<file path="src/rtl/decoder_sequencer.sv">
// decoder_sequencer: owns the external SRAM port and hands it to the UART loader, then to milestones M3 -> M2 -> M1.
// A one-cycle gap separates owners; each owner is watched by a timeout counter.
module decoder_sequencer #(
  parameter logic [2:0] STAGE_MASK = 3'b111,
  parameter int TIMEOUT_CYCLES = 2**22,
  parameter int CNT_W = 23
) (
  input  logic Clock,
  input  logic Resetn,
  input  logic Start,
  input  logic UART_Done,
  input  logic [17:0] UART_SRAM_address,
  input  logic [15:0] UART_SRAM_write_data,
  input  logic UART_SRAM_we_n,
  input  logic [17:0] M1_SRAM_address,
  input  logic [15:0] M1_SRAM_write_data,
  input  logic M1_SRAM_we_n,
  input  logic M1_Stop,
  input  logic [17:0] M2_SRAM_address,
  input  logic [15:0] M2_SRAM_write_data,
  input  logic M2_SRAM_we_n,
  input  logic M2_Stop,
  input  logic [17:0] M3_SRAM_address,
  input  logic [15:0] M3_SRAM_write_data,
  input  logic M3_SRAM_we_n,
  input  logic M3_Stop,
  output logic M1_Enable,
  output logic M2_Enable,
  output logic M3_Enable,
  output logic [17:0] SRAM_address,
  output logic [15:0] SRAM_write_data,
  output logic SRAM_we_n,
  output logic UART_Enable,
  output logic Busy,
  output logic Done,
  output logic Error,
  output logic [CNT_W-1:0] Stage_Cycles
);
  typedef enum logic [2:0] {S_IDLE, S_LOAD, S_GAP, S_M3, S_M2, S_M1, S_DONE, S_ERR} state_t;
  localparam logic [CNT_W-1:0] LIMIT = CNT_W'(TIMEOUT_CYCLES - 1);
  state_t state, state_n;
  logic [1:0] next_stage, next_stage_n;
  logic [CNT_W-1:0] cnt, cnt_inc;
  logic stop, wd;
  assign cnt_inc = &cnt ? cnt : cnt + 1'b1;
  assign wd = cnt == LIMIT;
  assign stop = (state == S_M3 && M3_Stop) || (state == S_M2 && M2_Stop) || (state == S_M1 && M1_Stop);
  // next_stage records the owner just finished: 0=UART, 1=M3, 2=M2, 3=M1
  always_comb begin
    state_n = state;
    next_stage_n = next_stage;
    case (state)
      S_IDLE, S_DONE, S_ERR: state_n = Start ? S_LOAD : state;
      S_LOAD: begin
        state_n = UART_Done ? S_GAP : wd ? S_ERR : S_LOAD;
        next_stage_n = UART_Done ? 2'd0 : next_stage;
      end
      S_GAP: state_n = (next_stage == 2'd0 && STAGE_MASK[2]) ? S_M3 :
                       (next_stage <= 2'd1 && STAGE_MASK[1]) ? S_M2 :
                       (next_stage <= 2'd2 && STAGE_MASK[0]) ? S_M1 : S_DONE;
      S_M3, S_M2, S_M1: begin
        state_n = stop ? S_GAP : wd ? S_ERR : state;
        next_stage_n = !stop ? next_stage : state == S_M3 ? 2'd1 : state == S_M2 ? 2'd2 : 2'd3;
      end
      default: state_n = S_IDLE;
    endcase
  end
  always_ff @(posedge Clock) begin
    if (!Resetn) begin
      state <= S_IDLE;
      next_stage <= 2'd0;
      cnt <= '0;
      Stage_Cycles <= '0;
    end else begin
      state <= state_n;
      next_stage <= next_stage_n;
      cnt <= state_n != state ? '0 : cnt_inc;
      if (stop) Stage_Cycles <= cnt_inc;
    end
  end
  assign UART_Enable = state == S_LOAD;
  assign M3_Enable = state == S_M3;
  assign M2_Enable = state == S_M2;
  assign M1_Enable = state == S_M1;
  assign Busy = !(state inside {S_IDLE, S_DONE, S_ERR});
  assign Done = state == S_DONE;
  assign Error = state == S_ERR;
  // mux select comes from registered state only; requester data passes straight through
  always_comb begin
    SRAM_address = UART_Enable ? UART_SRAM_address : M3_Enable ? M3_SRAM_address :
                   M2_Enable ? M2_SRAM_address : M1_Enable ? M1_SRAM_address : 18'd0;
    SRAM_write_data = UART_Enable ? UART_SRAM_write_data : M3_Enable ? M3_SRAM_write_data :
                      M2_Enable ? M2_SRAM_write_data : M1_Enable ? M1_SRAM_write_data : 16'd0;
    SRAM_we_n = UART_Enable ? UART_SRAM_we_n : M3_Enable ? M3_SRAM_we_n :
                M2_Enable ? M2_SRAM_we_n : M1_Enable ? M1_SRAM_we_n : 1'b1;
  end
endmodule

</file>
<file path="config.mk">
export PLATFORM = sky130hd
export DESIGN_NAME = decoder_sequencer
export DESIGN_NICKNAME = d
export VERILOG_FILES = /design/src/rtl/decoder_sequencer.sv
export SDC_FILE = /design/constraint.sdc
export NUM_CORES = 1
export LEC_CHECK = 0
export CAP_MARGIN = 20
export CORE_MARGIN = 2
export CORE_UTILIZATION = 38
export CTS_BUF_LIST = sky130_fd_sc_hd__clkbuf_16
export DETAILED_ROUTE_END_ITERATION = 16
export PLACE_DENSITY = 0.89
export SETUP_SLACK_MARGIN = 0.02
export SLEW_MARGIN = 20
export SYNTH_ARGS = -nofsm -noshare
export SYNTH_HDL_FRONTEND = slang
export SYNTH_SLANG_ARGS = --single-unit
</file>
<file path="constraint.sdc">
create_clock -name Clock -period 5 [get_ports Clock]
set_input_delay 1.25 -clock Clock [delete_from_list [all_inputs] [get_ports Clock]]
set_output_delay 1.25 -clock Clock [all_outputs]
set_load 0.05 [all_outputs]
</file>
-- Word-level counts from Yosys, hierarchy flattened
Cells that the tools add are included.
W data, S select, Z words.
- register bits after elaboration: 51
- input port bits: 147
- output and inout port bits: 65
- logic and storage cells: 61
- $add $sub $neg: 1
- order comparisons: 2
- eq/ne operators: 11
- multiplexer cells: 27
- bitwise operators: 1
- reduce and logical (&&, ||, !) cells: 15
- operators with widths (kind ; number):
    $mux W18 ; 4
    $mux W16 ; 4
    $add A23 B1 Y23 const B ; 1
    $eq A23 B22 Y1 const B ; 1
    $mux W23 ; 1
    $reduce_and A23 Y1 ; 1
    $mux W3 ; 6
    $eq A3 B3 Y1 const B ; 4
    $pmux W3 S4 ; 1
    $mux W2 ; 5
    $eq A3 B2 Y1 const B ; 2
    $reduce_or A3 Y1 ; 2
    $mux W1 ; 5
    $ne A2 B2 Y1 const B ; 2
    $pmux W2 S2 ; 1
    $eq A3 B1 Y1 const B ; 1
    $logic_and A1 B1 Y1 ; 3
    $logic_not A3 Y1 ; 1
    $ne A3 B3 Y1 ; 1
    $reduce_and A3 Y1 ; 1
    $reduce_bool A3 Y1 ; 1
    $le A2 B1 Y1 const B ; 1
    $le A2 B2 Y1 const B ; 1
    $logic_not A2 Y1 ; 1
    5 further kinds ; 6

-- Longest topological paths before layout
- word-level depth: 8
- mapped depth: 8
- depth with buffers taken out: 7

-- Worst setup path before layout
Ideal clock, no wire load.
- kind: reg-to-output
- from: reg state[1]
- to: out SRAM_write_data[10]
- arrival: 2.478 ns
- required time: 3.750 ns
- path slack: 1.272 ns
- cell stages (with the launch flop): 7
- path buffers: 2
- path through: dfxtp_1 > clkbuf_1 > nand2b_1 > nor2_1 > clkbuf_1 > a22oi_1 > nor2_1
- elaborated cells between the ends (all ways): 8
- classes of those cells: 4 x eq/ne; 4 x mux
- RTL lines (what ; RTL line ; text):
    start: declaration ; 41 ; state_t state, state_n;
    start signal: assignment ; 75 ; state <= state_n;
    $eq A3 B3 Y1 ; 83 ; assign M2_Enable = state == S_M2;
    named net M2_Enable ; 28 ; output logic M2_Enable,
    $mux W16 ; 93 ; M2_Enable ? M2_SRAM_write_data : M1_Enable ? M1_SRAM_write_data : 16'd0;
    $mux W16 (2 in series) ; 92 ; SRAM_write_data = UART_Enable ? UART_SRAM_write_data : M3_Enable ? M3_SRAM_write_data :
    end: declaration ; 31 ; output logic [15:0] SRAM_write_data,
The timed path passes the listed nets, and every way through them passes these cells.

-- Final worst setup path
- from: in M1_SRAM_we_n
- to: out SRAM_we_n
- longest elaborated chain between the ends: 4
- ends and longest elaborated chain (what ; RTL line ; text):
    start: declaration ; 17 ; input logic M1_SRAM_we_n,
    $mux W1 (2 in series) ; 95 ; M2_Enable ? M2_SRAM_we_n : M1_Enable ? M1_SRAM_we_n : 1'b1;
    $mux W1 (2 in series) ; 94 ; SRAM_we_n = UART_Enable ? UART_SRAM_we_n : M3_Enable ? M3_SRAM_we_n :
    end: declaration ; 32 ; output logic SRAM_we_n,
No other way between the ends.

==> flow_metrics.env <==
export IMPL_ioPinCount=212
export IMPL_crit_arrival_ps=3000
export IMPL_synth_fp_nets=663
export IMPL_synthTopCellsByArea="dfxtp_1 29%, o21ai_0 14%, nor2_1 11%, a22oi_1 7.3%, inv_1 4.6%"
export IMPL_cts_resized=0
export IMPL_placed_cells=805
export IMPL_synth_top_area_share_pct=29.0
export IMPL_max_freq_ghz=0.235
export IMPL_synth_top_area_cell="dfxtp_1"
export IMPL_cts_root_buf="clkbuf_16"
export IMPL_reg2reg_to="cnt[22]"
export IMPL_cts_setup_buffers=0
export IMPL_peakVddDrop_mv=0.254
export IMPL_clock_skew_ps=3.27
export IMPL_cts_buffers=5
export IMPL_synth_xor_area_share_pct=4.98
export IMPL_worstHoldPathType="flop to flop"
export IMPL_vias_per_cell=5.54
export IMPL_setup_viol=0
export IMPL_dieArea_um2=10000
export IMPL_min_period_ps=4250
export IMPL_dp_hpwl_mm=11.1
export IMPL_slew_violations=0
export IMPL_cp_top_family="buffers and inverters"
export IMPL_maxCapViolCount=0
export IMPL_cts_tree="yes"
export IMPL_path_cells="clkdlybuf4s50_1 -> mux2_2 -> o22ai_1 -> a21oi_1 -> clkdlybuf4s50_1"
export IMPL_synth_flop_cell="dfxtp_1"
export IMPL_hold_slack_ps=466
export IMPL_area_delta_synth_final_pct=75.8
export IMPL_seq_area_frac_synth_pct=29.0
export IMPL_synth_top_family_by_area="compound AO/OA/AOI/OAI gates"
export IMPL_ys_types=52
export IMPL_worst_path_most_repeated_cell="clkdlybuf4s50_1"
export IMPL_tightest_slew_ps=1040
export IMPL_hold_violations=0
export IMPL_synth_compound_area_share_pct=31.5
export IMPL_run_status="complete, no violations"
export IMPL_die_height_um=100
export IMPL_rr_startpoint="state[2]"
export IMPL_drtIter0Drc=229
export IMPL_grt_start_max_net_pins=43
export IMPL_grt_pass1_wl_mm=22.0
export IMPL_firstDrtPassIters=5
export IMPL_worstSetupEndpointType="output port"
export IMPL_drive_above_1_share_pct=9.12
export IMPL_clk_insertion_delay_late_ps=290
export IMPL_setup_worst_path_start="M1_SRAM_we_n"
export IMPL_fillCellCount=722
export IMPL_cp_depth=5
export IMPL_ys_seq_elements=51
export IMPL_yosys_area_share_simple_pct=23.3
export IMPL_gr_total_overflow=0
export IMPL_p_leak_nw=2.39
export IMPL_start_kind="input pin"
export IMPL_syn_cell_area_um2=3520
export IMPL_clkTransAtPathRegs_ps=60
export IMPL_finalWirelength_mm=14.4
export IMPL_relSlewSlack_pct=30.5
export IMPL_synthArstFlopShare_pct=0
export IMPL_clk_path_buf_depth=2
export IMPL_layout_nets=851
export IMPL_cts_hold_buf=0
export IMPL_drc_errors=0
export IMPL_fin_cells=813
export IMPL_syn_area_per_cell_um2=6.86
export IMPL_port_buffers=211
export IMPL_fin_setup_tns_ps=0
export IMPL_grt_pass1_vias=4511
export IMPL_holdPathStages=2
export IMPL_syn_inst=513
export IMPL_cp_slowest_cell="clkdlybuf4s50_1"
export IMPL_gp_congestion=0.899
export IMPL_antenna_found_initial=0
export IMPL_diodes=0
export IMPL_cp_num_buf_inv=2
export IMPL_slowest_delay_ps=820
export IMPL_initial_core_util_pct=38.6
export IMPL_synth_area_mux_share_pct=0.925
export IMPL_timing_final_crit_share_pct=85.0
export IMPL_reg2reg_depth=5
export IMPL_wl_per_cell_um=17.7
export IMPL_die_x_um=100
export IMPL_regToRegSetupSlack_ps=2080
export IMPL_rsz0062_at_grt="false"
export IMPL_grt_usage_pct=27.3
export IMPL_rows=35
export IMPL_yosys_warnings=0
export IMPL_power_density_nw_per_um2=234
export IMPL_ant_nets=0
export IMPL_coreArea_um2=9110
export IMPL_synth_fa_ha_area_share_pct=1.07
export IMPL_critPathKind="input pin to output port"
export IMPL_critical_path_required_ps=3750
export IMPL_critPathCapture="SRAM_we_n"
export IMPL_synth_edf_count=0
export IMPL_cp_max_fo=1
export IMPL_routed_via_count=4500
export IMPL_h_tree_depth=2
export IMPL_clock_sink_count=51
[how the worst min path moves through the flow]
stage | from | end
2_1_floorplan | cnt[22] | cnt[22]
3_3_place_gp | Stage_Cycles[2] | Stage_Cycles[2]
3_5_place_dp | Stage_Cycles[0] | Stage_Cycles[0]
4_1_cts | Stage_Cycles[0] | Stage_Cycles[0]
5_1_grt | Stage_Cycles[0] | Stage_Cycles[0]
6_report | Stage_Cycles[0] | Stage_Cycles[0]
[final cells by class]
class | instances | area (µm²) | area share (%)
tap | 111 | 139 | 2.25
timing repair buffer | 217 | 2490 | 40.3
clock buffer | 5 | 125 | 2.02
inverter | 43 | 161 | 2.61
multi-input combinational | 383 | 2180 | 35.2
clock inverter | 3 | 63.8 | 1.03
sequential | 51 | 1020 | 16.5
[cell usage after synthesis, types with 3 or more instances]
master and count:
dfxtp_1 51, nor2b_1 3, nor2_1 101, a2111oi_0 4, and2_1 3, a211oi_1 5
buf_2 3, xnor2_1 18, a2111oi_1 3, clkbuf_1 28, inv_1 43, o22ai_1 3
nand4_1 3, o21ai_1 3, nor3_1 9, and3_1 5, a21oi_1 30, ha_1 3
nand3_1 14, o21ai_0 95, a22oi_1 34, nand2_1 13
[routing by layer]
| metal | global-route usage (%) | wire, µm |
|---|---|---|
| met1 | 29.4 | 5220 |
| met5 | 0 | 0 |
| met2 | 49.8 | 7240 |
| met4 | 13.4 | 736 |
| met3 | 6.34 | 1180 |
[cells by family after synthesis]
| group | Yosys count |
|---|---|
| AOI/OAI and AO/OA | 188 |
| muxes | 3 |
| adders and majority gates | 3 |
| DFF | 51 |
| and+or+nand+nor | 169 |
| xor gates and xnor gates | 20 |
| buffers and inverters | 79 |
[worst min-delay path: cells and delay by family (launching register included)]
kind	cells	cell delay, ps
flops	1	310
simple gates	1	60
compound gates	1	50
[sequential cells by signal (all words and copies together) (netlist names)]
| signal | cells |
|---|---|
| next_stage | 2 |
| state | 3 |
| Stage_Cycles | 23 |
| cnt | 23 |
[power by group]
group	switching, W	internal [W]
clock network	0.000144	0.000285
registers	0.0000115	0.000411
logic	0.000302	0.000295
[metrics by stage]
step | setup slack, ps | area (µm²) | power, W | utilization [%]
2_1_floorplan | 1270 | 3520 | 0.000689 | -
3_3_place_gp | 794 | 5990 | 0.00102 | 65.8
3_5_place_dp | 751 | 5990 | 0.00103 | 65.8
4_1_cts | 721 | 6180 | 0.00145 | 67.9
5_1_grt | 689 | 6180 | 0.00149 | 67.9
6_report | 752 | 6180 | 0.00145 | 67.9
[placed cells by master (no fill, tap or decap), types with 4 or more instances in the layout]
cell | netlist | final
nor2_1 | 101 | 100
buf_12 | 0 | 34
inv_1 | 43 | 43
a21oi_1 | 30 | 30
nor3_1 | 9 | 9
buf_4 | 0 | 7
dfxtp_1 | 51 | 50
o21ai_0 | 95 | 95
a2111oi_0 | 4 | 4
a211oi_1 | 5 | 5
clkbuf_16 | 0 | 5
nand2_1 | 13 | 12
nand3_1 | 14 | 14
xnor2_1 | 18 | 18
clkdlybuf4s50_1 | 0 | 176
a22oi_1 | 34 | 34
and3_1 | 5 | 5
Note: power is estimated with default switching activity, not from simulation.
